[config.mk]
export PLATFORM = sky130hd
export DESIGN_NAME = sisc_mem_arb
export DESIGN_NICKNAME = d
export VERILOG_FILES = /design/src/rtl/sisc_pkg.sv /design/src/rtl/sisc_mem_arb.sv
export SDC_FILE = /design/constraint.sdc
export NUM_CORES = 1
export LEC_CHECK = 0
export ABC_AREA = 1
export CAP_MARGIN = 20
export CORE_AREA = 3 3 126 128
export DETAILED_ROUTE_END_ITERATION = 10
export DIE_AREA = 0 0 129 131
export PLACE_DENSITY = 0.75
export RECOVER_POWER = 50
export SLEW_MARGIN = 15
export SYNTH_ARGS = -nofsm -noshare
export SYNTH_HDL_FRONTEND = slang
export SYNTH_SLANG_ARGS = --single-unit
[constraint.sdc]
create_clock -name clk -period 8.7 [get_ports clk]
set_input_delay 1.74 -clock clk [delete_from_list [all_inputs] [get_ports clk]]
set_output_delay 1.74 -clock clk [all_outputs]
set_load 0.01 [all_outputs]
[src/rtl/sisc_pkg.sv]
// rtl/sisc_pkg.sv - shared SISC arbiter state, owner codes and default widths
package sisc_pkg;

   typedef enum logic [1:0] {
      IDLE   = 2'd0,
      ACCESS = 2'd1,
      DONE   = 2'd2
   } arb_state_t;

   localparam logic OWN_IF = 1'b0;
   localparam logic OWN_DM = 1'b1;

   localparam int ADDR_W_DEF = 16;
   localparam int DATA_W_DEF = 32;

endpackage

[src/rtl/sisc_mem_arb.sv]
// rtl/sisc_mem_arb.sv - fetch/data arbiter for the single-port unified SISC memory
// Data wins contention unless fetch has already lost MAX_WAIT times in a row.
module sisc_mem_arb
   import sisc_pkg::*;
#(
   parameter int ADDR_W   = ADDR_W_DEF,
   parameter int DATA_W   = DATA_W_DEF,
   parameter int MEM_LAT  = 2,
   parameter int MAX_WAIT = 3
) (
   input  logic              clk,
   input  logic              rst,
   input  logic              if_req,
   input  logic [ADDR_W-1:0] if_addr,
   output logic              if_ack,
   output logic [DATA_W-1:0] if_rdata,
   input  logic              dm_req,
   input  logic              dm_we,
   input  logic [ADDR_W-1:0] dm_addr,
   input  logic [DATA_W-1:0] dm_wdata,
   output logic              dm_ack,
   output logic [DATA_W-1:0] dm_rdata,
   output logic              mem_en,
   output logic              mem_we,
   output logic [ADDR_W-1:0] mem_addr,
   output logic [DATA_W-1:0] mem_wdata,
   input  logic [DATA_W-1:0] mem_rdata,
   output logic              busy,
   output logic              owner
);

   localparam int CNT_W = (MEM_LAT > 1) ? $clog2(MEM_LAT) : 1;
   localparam int STV_W = (MAX_WAIT > 0) ? $clog2(MAX_WAIT + 1) : 1;

   generate
      if (MEM_LAT < 1) begin : g_bad_lat
         $error("sisc_mem_arb: MEM_LAT must be >= 1");
      end
   endgenerate

   arb_state_t       state;
   logic [CNT_W-1:0] lat_cnt;
   logic [STV_W-1:0] starve;
   logic             grant_dm;
   logic             grant_if;

   always_comb begin
      grant_dm = dm_req && (!if_req || (starve != STV_W'(MAX_WAIT)));
      grant_if = if_req && !grant_dm;
   end

   // Acks are the only outputs decoded from state rather than registered.
   assign if_ack = (state == DONE) && (owner == OWN_IF);
   assign dm_ack = (state == DONE) && (owner == OWN_DM);

   always_ff @(posedge clk or posedge rst) begin
      if (rst) begin
         state     <= IDLE;
         lat_cnt   <= '0;
         starve    <= '0;
         owner     <= OWN_IF;
         busy      <= 1'b0;
         mem_en    <= 1'b0;
         mem_we    <= 1'b0;
         mem_addr  <= '0;
         mem_wdata <= '0;
         if_rdata  <= '0;
         dm_rdata  <= '0;
      end else begin
         case (state)
            IDLE: begin
               if (grant_dm || grant_if) begin
                  owner    <= grant_dm ? OWN_DM : OWN_IF;
                  mem_addr <= grant_dm ? dm_addr : if_addr;
                  mem_we   <= grant_dm && dm_we;
                  if (grant_dm)
                     mem_wdata <= dm_wdata;
                  mem_en  <= 1'b1;
                  busy    <= 1'b1;
                  lat_cnt <= CNT_W'(MEM_LAT - 1);
                  state   <= ACCESS;
                  if (grant_if)
                     starve <= '0;
                  else if (if_req && (starve != STV_W'(MAX_WAIT)))
                     starve <= starve + 1'b1;
               end
            end
            ACCESS: begin
               if (lat_cnt == '0) begin
                  if (owner == OWN_IF)
                     if_rdata <= mem_rdata;
                  else if (!mem_we)
                     dm_rdata <= mem_rdata;
                  mem_en <= 1'b0;
                  mem_we <= 1'b0;
                  state  <= DONE;
               end else begin
                  lat_cnt <= lat_cnt - 1'b1;
               end
            end
            DONE: begin
               busy  <= 1'b0;
               state <= IDLE;
            end
            default: begin
               busy   <= 1'b0;
               mem_en <= 1'b0;
               mem_we <= 1'b0;
               state  <= IDLE;
            end
         endcase
      end
   end

endmodule

==> results of run 1 <==
==> cell families (layout without fill, tap and decap cells) <==
family	count (synthesis)	in the layout	synth area share
compound gates	5	5	0.004827
fa+ha+maj	1	1	0.002413
buf+inv	77	295	0.07096
flops	121	121	0.5841
simple gates	401	401	0.3377
==> worst paths after layout <==
kind                                    from            end  cells after the start
max in group asynchronous                rst   if_rdata[13]                      3
worst min register to register  dm_rdata[17]   dm_rdata[17]                      2
min in group asynchronous                rst  mem_wdata[13]                      2
worst max-delay path                state[0]   if_rdata[16]                      7
worst max register to register      state[0]   if_rdata[16]                      7
worst min-delay path            dm_rdata[17]   dm_rdata[17]                      2
==> power groups by stage <==
stage               Sequential [uW]  Combinational [uW]  Clock [uW]
finish                         1010                1350         703
global route                   1040                1510         744
CTS                            1020                1430         718
detailed placement             1020                1430           0
global placement               1020                1400           0
floorplan                      1120                 582           0
==> per-layer routing <==
layer | vias to the layer above | track usage | part of all wire
li1 | 2358 | - | -
met4 | 0 | 0.07227 | 0.024
met2 | 181 | 0.2848 | 0.47
met3 | 26 | 0.06545 | 0.076
met5 | - | 0 | 0
met1 | 2250 | 0.2397 | 0.43
==> stage by stage <==
stage          area [um^2]  total power (uW)
2_1_floorplan         5184              1705
3_3_place_gp          7431              2411
3_5_place_dp          7446              2443
4_1_cts               8033              3160
5_1_grt               8016              3290
6_report              8016              3059
==> cell usage after synthesis (all sizes together) <==
cell,number,share of area
nand2,259,0.19
dfrtp,121,0.58
nand3,101,0.098
inv,38,0.028
buf,35,0.041
nand4,32,0.039
nor2,8,0.011
o21ai,5,0.0048
clkbuf,4,0.0029
ha,1,0.0024
nor3,1,0.00096
==> flip-flops by register name, indices dropped and copies added (netlist names) <==
name,cells
if_rdata,32
owner,1
busy,1
mem_we,1
mem_en,1
lat_cnt,1
mem_addr,16
state,2
dm_rdata,32
starve,2
mem_wdata,32
==> critical path: stages (launching register included) <==
cell and delay, ps:
sky130_fd_sc_hd__dfrtp_1 400, sky130_fd_sc_hd__inv_1 130, sky130_fd_sc_hd__nor2_4 90, sky130_fd_sc_hd__clkbuf_1 1910, sky130_fd_sc_hd__nand2_1 1030, sky130_fd_sc_hd__clkbuf_1 600, sky130_fd_sc_hd__nand2_1 180, sky130_fd_sc_hd__nand2_1 60
==> layout make-up <==
class | count | share of cell area
Clock buffer | 22 | 0.05791
Clock inverter | 9 | 0.01530
Inverter | 38 | 0.01795
Multi-Input combinational cell | 407 | 0.2230
Sequential cell | 121 | 0.3777
Tap cell | 188 | 0.02934
Timing Repair Buffer | 226 | 0.2788
==> cell usage in the layout (no fill, tap or decap), types with 6 or more instances in the layout <==
cell type                         instances
sky130_fd_sc_hd__clkdlybuf4s50_1        129
sky130_fd_sc_hd__nand2_1                257
sky130_fd_sc_hd__nand3_1                100
sky130_fd_sc_hd__dfrtp_1                121
sky130_fd_sc_hd__nand4_1                 32
sky130_fd_sc_hd__inv_1                   36
sky130_fd_sc_hd__clkbuf_16               17
sky130_fd_sc_hd__buf_4                    6
sky130_fd_sc_hd__dlygate4sd3_1           89
==> results list, run 1 <==
* Transition time at the pin with the least slew margin: approximately 2700 ps
* Warnings, synthesis: 0
- Full die area: 16,900 um^2
- Type of element launching the critical path: flop
* Net switching power of the design: 1131 uW
- Pwr per Cell Area: around 380 nW/um^2
- Result of the run: finished, violations left
- STA puts the critical path data required time at roughly 9000 ps.
* Site Rows: between 40 and 50
- After routing, the total negative slack on setup checks comes to 0 ps.
- Insertion delay to the later sink of the worst-skew pair: between 400 and 500 ps
* Share of layout cells above drive strength 1: 0.05346
* Chip Height: approximately 130 um
- Summed over all layers, the routed wires come to between 15,000 and 20,000 um.
* Effective utilization at floorplan: 0.3461
* Share of total power in the clock network: 0.230
- Maximum achievable frequency: 220.4 MHz
* Part of the Yosys area used for sequential elements: 0.5841
* Highest ir drop seen on vdd: 0.1775 mV
- Headroom to the max-slew limit came out at -0.8085.
* Switching share of total power: 0.3696
- Post-route clock skew: slightly below 9 ps
* Number of gates given a new drive strength after cts: 0
* Buffers from clock root to sink, at most: 2
* Vias in the first global route: between 4k and 5k
- Counting the buffers created by CTS gives 17.
- Mean routed wirelength per cell: about 15 um
- Number of hold-slack violations in the final timing report: 0
* Antenna violations before repair: 0
- The min-delay analysis places its worst path in the category flop to flop.
- Port Buffer Count: approximately 220
- Fin crit share: 0.5215
- Total via count in the routed design: approximately 4.8k
- The floorplan step defined a core boundary enclosing between 10,000 and 15,000 um^2.
- DRC Markers: 0
- CTS saw 121 sinks.
* Number of distinct library cell variants in the gate-level netlist after synthesis: 20
* RSZ-0062 raised after global routing: false
* Sequential Power Share: 0.329
* GR Overflow Total: 0
* Hold bufs inserted after CTS: 0
- Largest net degree at the start of global routing: between 60 and 70
* Weighted congestion at the end of routability-driven global placement: between 0.8 and 0.9
- Internal power comes to 1928 uW.
- GRT Overall Usage: 0.1848
* Leak pwr: between 0.003 and 0.004 uW
* Worst R2R Setup Slack: between 4000 and 5000 ps
* First-pass detailed-route iteration total: 4
- Growth of design area from synthesis to finish: 54.65%
- For the finished layout, the period the worst path requires is ~4500 ps.
- Pre-CTS worst setup slack: ~4700 ps
* Setup-violating endpoint count in the final report: 0
- Filler cell count in the final layout: 1,388
- Kind of capture point of the worst setup path: flop
- Cells after DPL: 980
* Count of mapped cells out of synthesis: a little over 600
* Detailed placer's ending HPWL: 10,540 um
- Number of nets with antenna violations after detailed routing: 0
* Synthesized area: roughly 5200 um^2
* # nets final: just over 900
- Slew Limit Fails: 129
- The share of total power dissipated in combinational logic is 0.441.
- Count of max-cap constraint violations: 2
- In the final layout, the multi-input gates occupy 1788 um^2.
* Synth Register Bits: around 120
- Avg Synthesized Cell Area: 8.568 um^2
- The first global-routing pass estimated ~25,000 um of wire.
* Final-layout worst hold slack: ~460 ps
* Antenna cell count: 0
- Number of primary I/O pins: about 220
- Setup slack closes at 4163 ps.
- In this run the number of H-tree levels came out at 4.
- Clock-pin slew was measured on the worst setup and hold paths at 50 ps.
- The setup path with the least slack is of type flop to flop.
- # Post-CTS Setup Buffers: 0
- Final core utilization: 0.5353
- Violated checks: capacitance limit, slew limit
* Syn nets: between 700 and 800
- Drt first-iter violations: approximately 300
- Crit path arrival time: about 4800 ps
* TritonCTS clock tree: done
- Storage cell area: ~3000 um^2
- Root Buffer Master: sky130_fd_sc_hd__clkbuf_16
- Dividing the detail-routed via count by the number of cells gives 4.763.
- Once layout is complete, the cells apart from fillers number about 1k.
* Die W: between 100 and 150 um
* Largest fanout on the critical path: 67
Power figures use the tool's default switching activity.
==> inputs of run 2 (changes only) <==
==> constraint.sdc (replaced) <==
create_clock -name clk -period 4.2 [get_ports clk]
set_input_delay 0.84 -clock clk [delete_from_list [all_inputs] [get_ports clk]]
set_output_delay 0.84 -clock clk [all_outputs]
set_load 0.01 [all_outputs]
==> run 2 against run 1 <==
Effect of this change:
- the flow still finishes with violations (capacitance limit, slew limit)
- sequential cell count is the same
- sequential share of layout area shrank 0.15 points
- power grew 110%
- final area grew 0.41%
- global-route usage shrank 0.11 points
- worst setup slack lost 2800 ps
- critical endpoint is now dm_rdata[12]
- highest routed layer unchanged
==> results list, run 2 (synthesis gave the netlist of run 1 again) <==
- Cells after DPL: 980 (unchanged)
* # nets final: 913 (unchanged)
* GR Overflow Total: 0 (unchanged)
* H-tree depth: 4 (unchanged)
* Maximum achievable frequency: 348.1 MHz (+58%)
* Final-layout worst hold slack: 463.9 ps (+4.415 ps)
- Worst min path class: flop to flop
- The post-CTS setup-driven buffer insertion count was 0 (unchanged).
* Final worst-path setup slack: 1327 ps (-2836 ps)
- First-pass detailed-route iteration total: 6 (+2)
- Result of the run: finished, violations left
- Number of primary I/O pins: 219 (unchanged)
- The number of DRC violations after detailed routing came to 0 (unchanged).
* Vias per std cell: 4.803 (+0.86%)
- The number of global-route vias before repair was 4,710 (+0.47%).
* Beginning of the worst hold path: mem_en
- Cts bufs inserted: 17 (unchanged)
- The die area is 16,900 um^2 (unchanged).
- The max-slew headroom at the worst pin came to -0.03232 (+0.7761).
- The worst ir drop on vdd is 0.4120 mV (+130%).
- Post-Layout Cell Count: 1,012 (+0.099%)
- The static power due to leakage is 0.003978 uW (-0.54%).
* Wire length of the first global-routing pass: 24,340 um (-0.67%)
- The half-perimeter wire length after detailed placement came to 10,410 um (-1.2%).
* Port Buffer Count: 218 (unchanged)
* Root Buffer Master: sky130_fd_sc_hd__clkbuf_16
- Pre-CTS worst setup slack: 1029 ps (-3639 ps)
- The largest registers in the layout are dm_rdata x32, if_rdata x32, mem_wdata x32.
* Fin crit share: 0.6841 (+0.1625)
* Crit path launch: lat_cnt
- Number of gates given a new drive strength after cts: 0 (unchanged)
- Hold bufs inserted after CTS: 0 (unchanged)
* Post-layout instance area: 8049 um^2 (+0.41%)
- The share of post-route cells with drive strength above 1 is 0.05461 (+0.001149).
* Core outline area: 14,980 um^2 (unchanged)
- The horizontal extent of the die came to 129 um (unchanged).
- TritonCTS clock tree: done
* Standard cell area after detailed placement: 7471 um^2 (+0.34%)
- Chip Height: 131 um (unchanged)
- Effective utilization at floorplan: 0.3461 (unchanged)
- The combined global-route utilization of all metal layers came to 0.1837 (-0.001144).
* Crit path time final: 2873 ps (-1664 ps)
* Worst reg2reg startpoint: lat_cnt
- By startpoint and endpoint, the worst setup path is classified as flop to flop.
- Transition time at the pin with the least slew margin: 1543 ps (-1170 ps)
* Drt first-iter violations: 333 (+13%)
- The data required time at the worst endpoint came to 4480 ps (-4510 ps).
- The cell area power density came to 802.4 nW/um^2 (+110%).
* Site Rows: 45 (unchanged)
- In the layout the commonest cells are sky130_fd_sc_hd__nand2_1 (257), sky130_fd_sc_hd__clkdlybuf4s50_1 (191), sky130_fd_sc_hd__dfrtp_1 (121).
* Weighted congestion at the end of routability-driven global placement: 0.8056 (-0.24%)
- Number of nets with antenna violations after detailed routing: 0 (unchanged)
- The library cell used most frequently in the layout, excluding fill and tap cells, is sky130_fd_sc_hd__nand2_1.
- The initial antenna violation count is 0 (unchanged).
* Insertion delay to the later sink of the worst-skew pair: 410 ps (about the same)
* Violated checks: capacitance limit, slew limit
- Buffers from clock root to sink, at most: 2 (unchanged)
* TritonCTS Sinks: 121 (unchanged)
- Post-route setup TNS: 0 ps (unchanged)
* Total wire length after detailed routing: 15,480 um (+1.1%)
- The largest net degree at the start of global routing was 74 (+8.8%).
* Total via count in the routed design: 4,861 (+0.96%)
* Type of element launching the critical path: flop
- STA classifies the critical path endpoint as a flop.
* Setup-violating endpoint count in the final report: 0 (unchanged)
- Setup repair after global routing left no endpoint under its margin.
- The final count of pins violating max slew was 54 (-58%).
* Mean routed wirelength per cell: 15.29 um (+1.0%)
* Clock-pin slew of the registers on the worst-case setup and hold paths: 50 ps (about the same)
* Crit path arrival time: 3160 ps (-1670 ps)
- Growth of design area from synthesis to finish: 55.27%
- Antenna cell count: 0 (unchanged)
* Count of max-cap constraint violations: 2 (unchanged)
* Number of hold-slack violations in the final timing report: 0 (unchanged)
- Largest fanout on the critical path: 32 (-52%)
* Post-route clock skew: 7.818 ps (-1.023 ps)
-- run 2: through the flow --
stage | power [uW] | utilization
final | 6458 | 0.5374
after global routing | 6920 | 0.5374
after CTS | 6587 | 0.5388
after detailed placement | 5071 | 0.4988
after global placement | 5004 | 0.4970
after floorplan | 3531 | -
-- run 2: where the power goes --
part / switching (uW) / internal [uW] / total (uW)
Sequential: 337 / 1750 / 2090
Combinational: 1530 / 1360 / 2890
Clock: 504 / 976 / 1480
Total: 2370 / 4090 / 6460
-- run 2: final cells by class --
type                       count  area (um^2)
clock inverter                 8        117.6
clock buffer                  24        481.7
inverter                      38        145.1
timing repair buffer         226         2256
sequential                   121         3028
fill                        1340         6928
tap                          188        235.2
multi-input combinational    407         1785
-- run 2: worst paths after layout --
path	endpoint	slack [ps]	cells after the start
min	mem_en	460	2
min reg2reg	mem_en	460	2
max	dm_rdata[12]	1330	5
max reg2reg	dm_rdata[12]	1330	5
min in group asynchronous	mem_wdata[24]	1090	2
max in group asynchronous	dm_rdata[28]	1390	3
-- run 2: metal layers --
metal | up-vias | share of wire | track usage
met1 | 2295 | 0.44 | 0.2444
met2 | 193 | 0.47 | 0.2829
met5 | - | 0 | 0
met3 | 16 | 0.072 | 0.05650
li1 | 2357 | - | -
met4 | 0 | 0.016 | 0.06980
-- run 2: worst max-delay path, stage by stage, from the launching register on --
cell	delay [ps]
sky130_fd_sc_hd__dfrtp_1	430
sky130_fd_sc_hd__nor2_1	1180
sky130_fd_sc_hd__nand3_1	150
sky130_fd_sc_hd__clkbuf_1	670
sky130_fd_sc_hd__nand2_1	230
sky130_fd_sc_hd__nand2_1	80
==> variant (flow settings as in run 2) <==
Re-encode `arb_state_t` (3 states) as one-hot, 3 bits wide.
--- a/src/rtl/sisc_pkg.sv
+++ b/src/rtl/sisc_pkg.sv
@@ -1,10 +1,10 @@
 // rtl/sisc_pkg.sv - shared SISC arbiter state, owner codes and default widths
 package sisc_pkg;
 
-   typedef enum logic [1:0] {
-      IDLE   = 2'd0,
-      ACCESS = 2'd1,
-      DONE   = 2'd2
+   typedef enum logic [2:0] {
+      IDLE   = 3'b001,
+      ACCESS = 3'b010,
+      DONE   = 3'b100
    } arb_state_t;
 
    localparam logic OWN_IF = 1'b0;
Behaviour: no difference found for any inputs over 4 cycles, from zero or initial values and one cycle with rst high; so few cycles prove little.
==> variant against run 2 <==
Cell area is 3.4% lower. Register-to-register slack gained 790 ps. Clock power decreased by 3%. Synthesized area rose by 1.7%. Sequential cell count up 1. Worst setup slack worse by 82 ps. Wire length decreased by 9.4%. Power shrank 6.5%.
==> variant: results <==
metrics = {
    "status": {
        "outcome": "finished, final reports clean",
    },
    "timing": {
        "fin_skew_ps": 7.53,
    },
    "detailed_routing": {
        "wl_met2_um": 6900,
        "drt-initial-drc-count": 241,
        "dr.pass1.iters": 4,
        "met1_length_um": 6060,
        "met3_length_um": 752,
        "wirelength_um": 14000,
        "vias_per_cell": 4.50,
    },
    "global_routing": {
        "grt_start_max_net_pins": 70,
        "use_met3": 0.0435,
        "first_global_vias": 4308,
        "grt_pass1_wl_um": 21800,
        "use_met1": 0.210,
        "met2_usage": 0.266,
    },
    "power_and_ir_drop": {
        "vdd_drop_max_uv": 375,
        "p_leak_nw": 3.81,
    },
    "cells_and_area": {
        "fillers": 1459,
        "final_layout_size_suffix_gt1_frac": 0.0581,
        "nNetsFinal": 864,
    },
    "placement": {
        "gp_congestion": 0.792,
    },
    "logic_synthesis": {
        "yosys-top-cells-area": "dfrtp_1, nand2_1, o21ai_2, buf_6, nand3_1",
        "seq_area_frac_synth": 0.579,
        "synth_nets": 652,
        "synth_commonest_cells": "nand2_1, dfrtp_1, o21ai_2",
    },
    "setup_path": {
        "critPathArrivalTime_ps": 3240,
        "startpoint": "rst",
        "r2r-start": "starve[0]",
    },
    "worst_hold_path": {
        "min_from": "mem_addr[12]",
    },
}
==> variant: cell types whose count changed in the layout (fill, tap and decap cells not counted), sizes merged, moves of 2 or more <==
cell / run 2 / this run
nand3: 101 / 37
o21ai: 5 / 68
nand4: 32 / 1
clkdlybuf4s50: 191 / 216
dlygate4sd3: 27 / 2
nand2: 259 / 243
buf: 6 / 1
inv: 38 / 41
clkbuf: 26 / 24
clkinv: 4 / 6
==> variant: final cells by class <==
cell class                      count  share of cell area
Sequential cell                   122               0.393
Timing Repair Buffer              220               0.282
Multi-Input combinational cell    359               0.200
Clock buffer                       23              0.0576
Tap cell                          188              0.0303
Inverter                           42              0.0206
Clock inverter                      9              0.0163
==> variant: final timing paths <==
check,depth (start not counted),slack (ps),endpoint
min in group asynchronous,2,1090,if_rdata[11]
max,3,1240,mem_addr[7]
min,2,470,mem_addr[12]
min reg2reg,2,470,mem_addr[12]
max in group clk,4,1620,if_ack
max reg2reg,9,2120,mem_addr[8]
==> variant: cells by family after synthesis <==
group	after synthesis	synth area share
DFF	122	0.579
buffers and inverters	69	0.0776
AOI/OAI and AO/OA	69	0.112
and+or+nand+nor	289	0.229
adders and majority gates	1	0.00237
==> variant: stage by stage <==
stage | worst slack [ps] | util | cells
detailed placement | 1590 | 0.499 | 931
global route | 853 | 0.519 | 963
CTS | 1560 | 0.537 | 963
global placement | 1650 | 0.499 | 931
finish | 1240 | 0.519 | 963
floorplan | 119 | - | 550
==> variant: critical path, stage by stage <==
cell and delay, ps:
dlygate4sd3_1 570, inv_4 620, clkbuf_2 1130
==> variant: where the power goes <==
part / internal, W / leakage, nW / switching (W)
Sequential: 0.00177 / 1.48 / 0.000321
Clock: 0.000929 / 0.279 / 0.000507
Combinational: 0.00131 / 2.06 / 0.00121
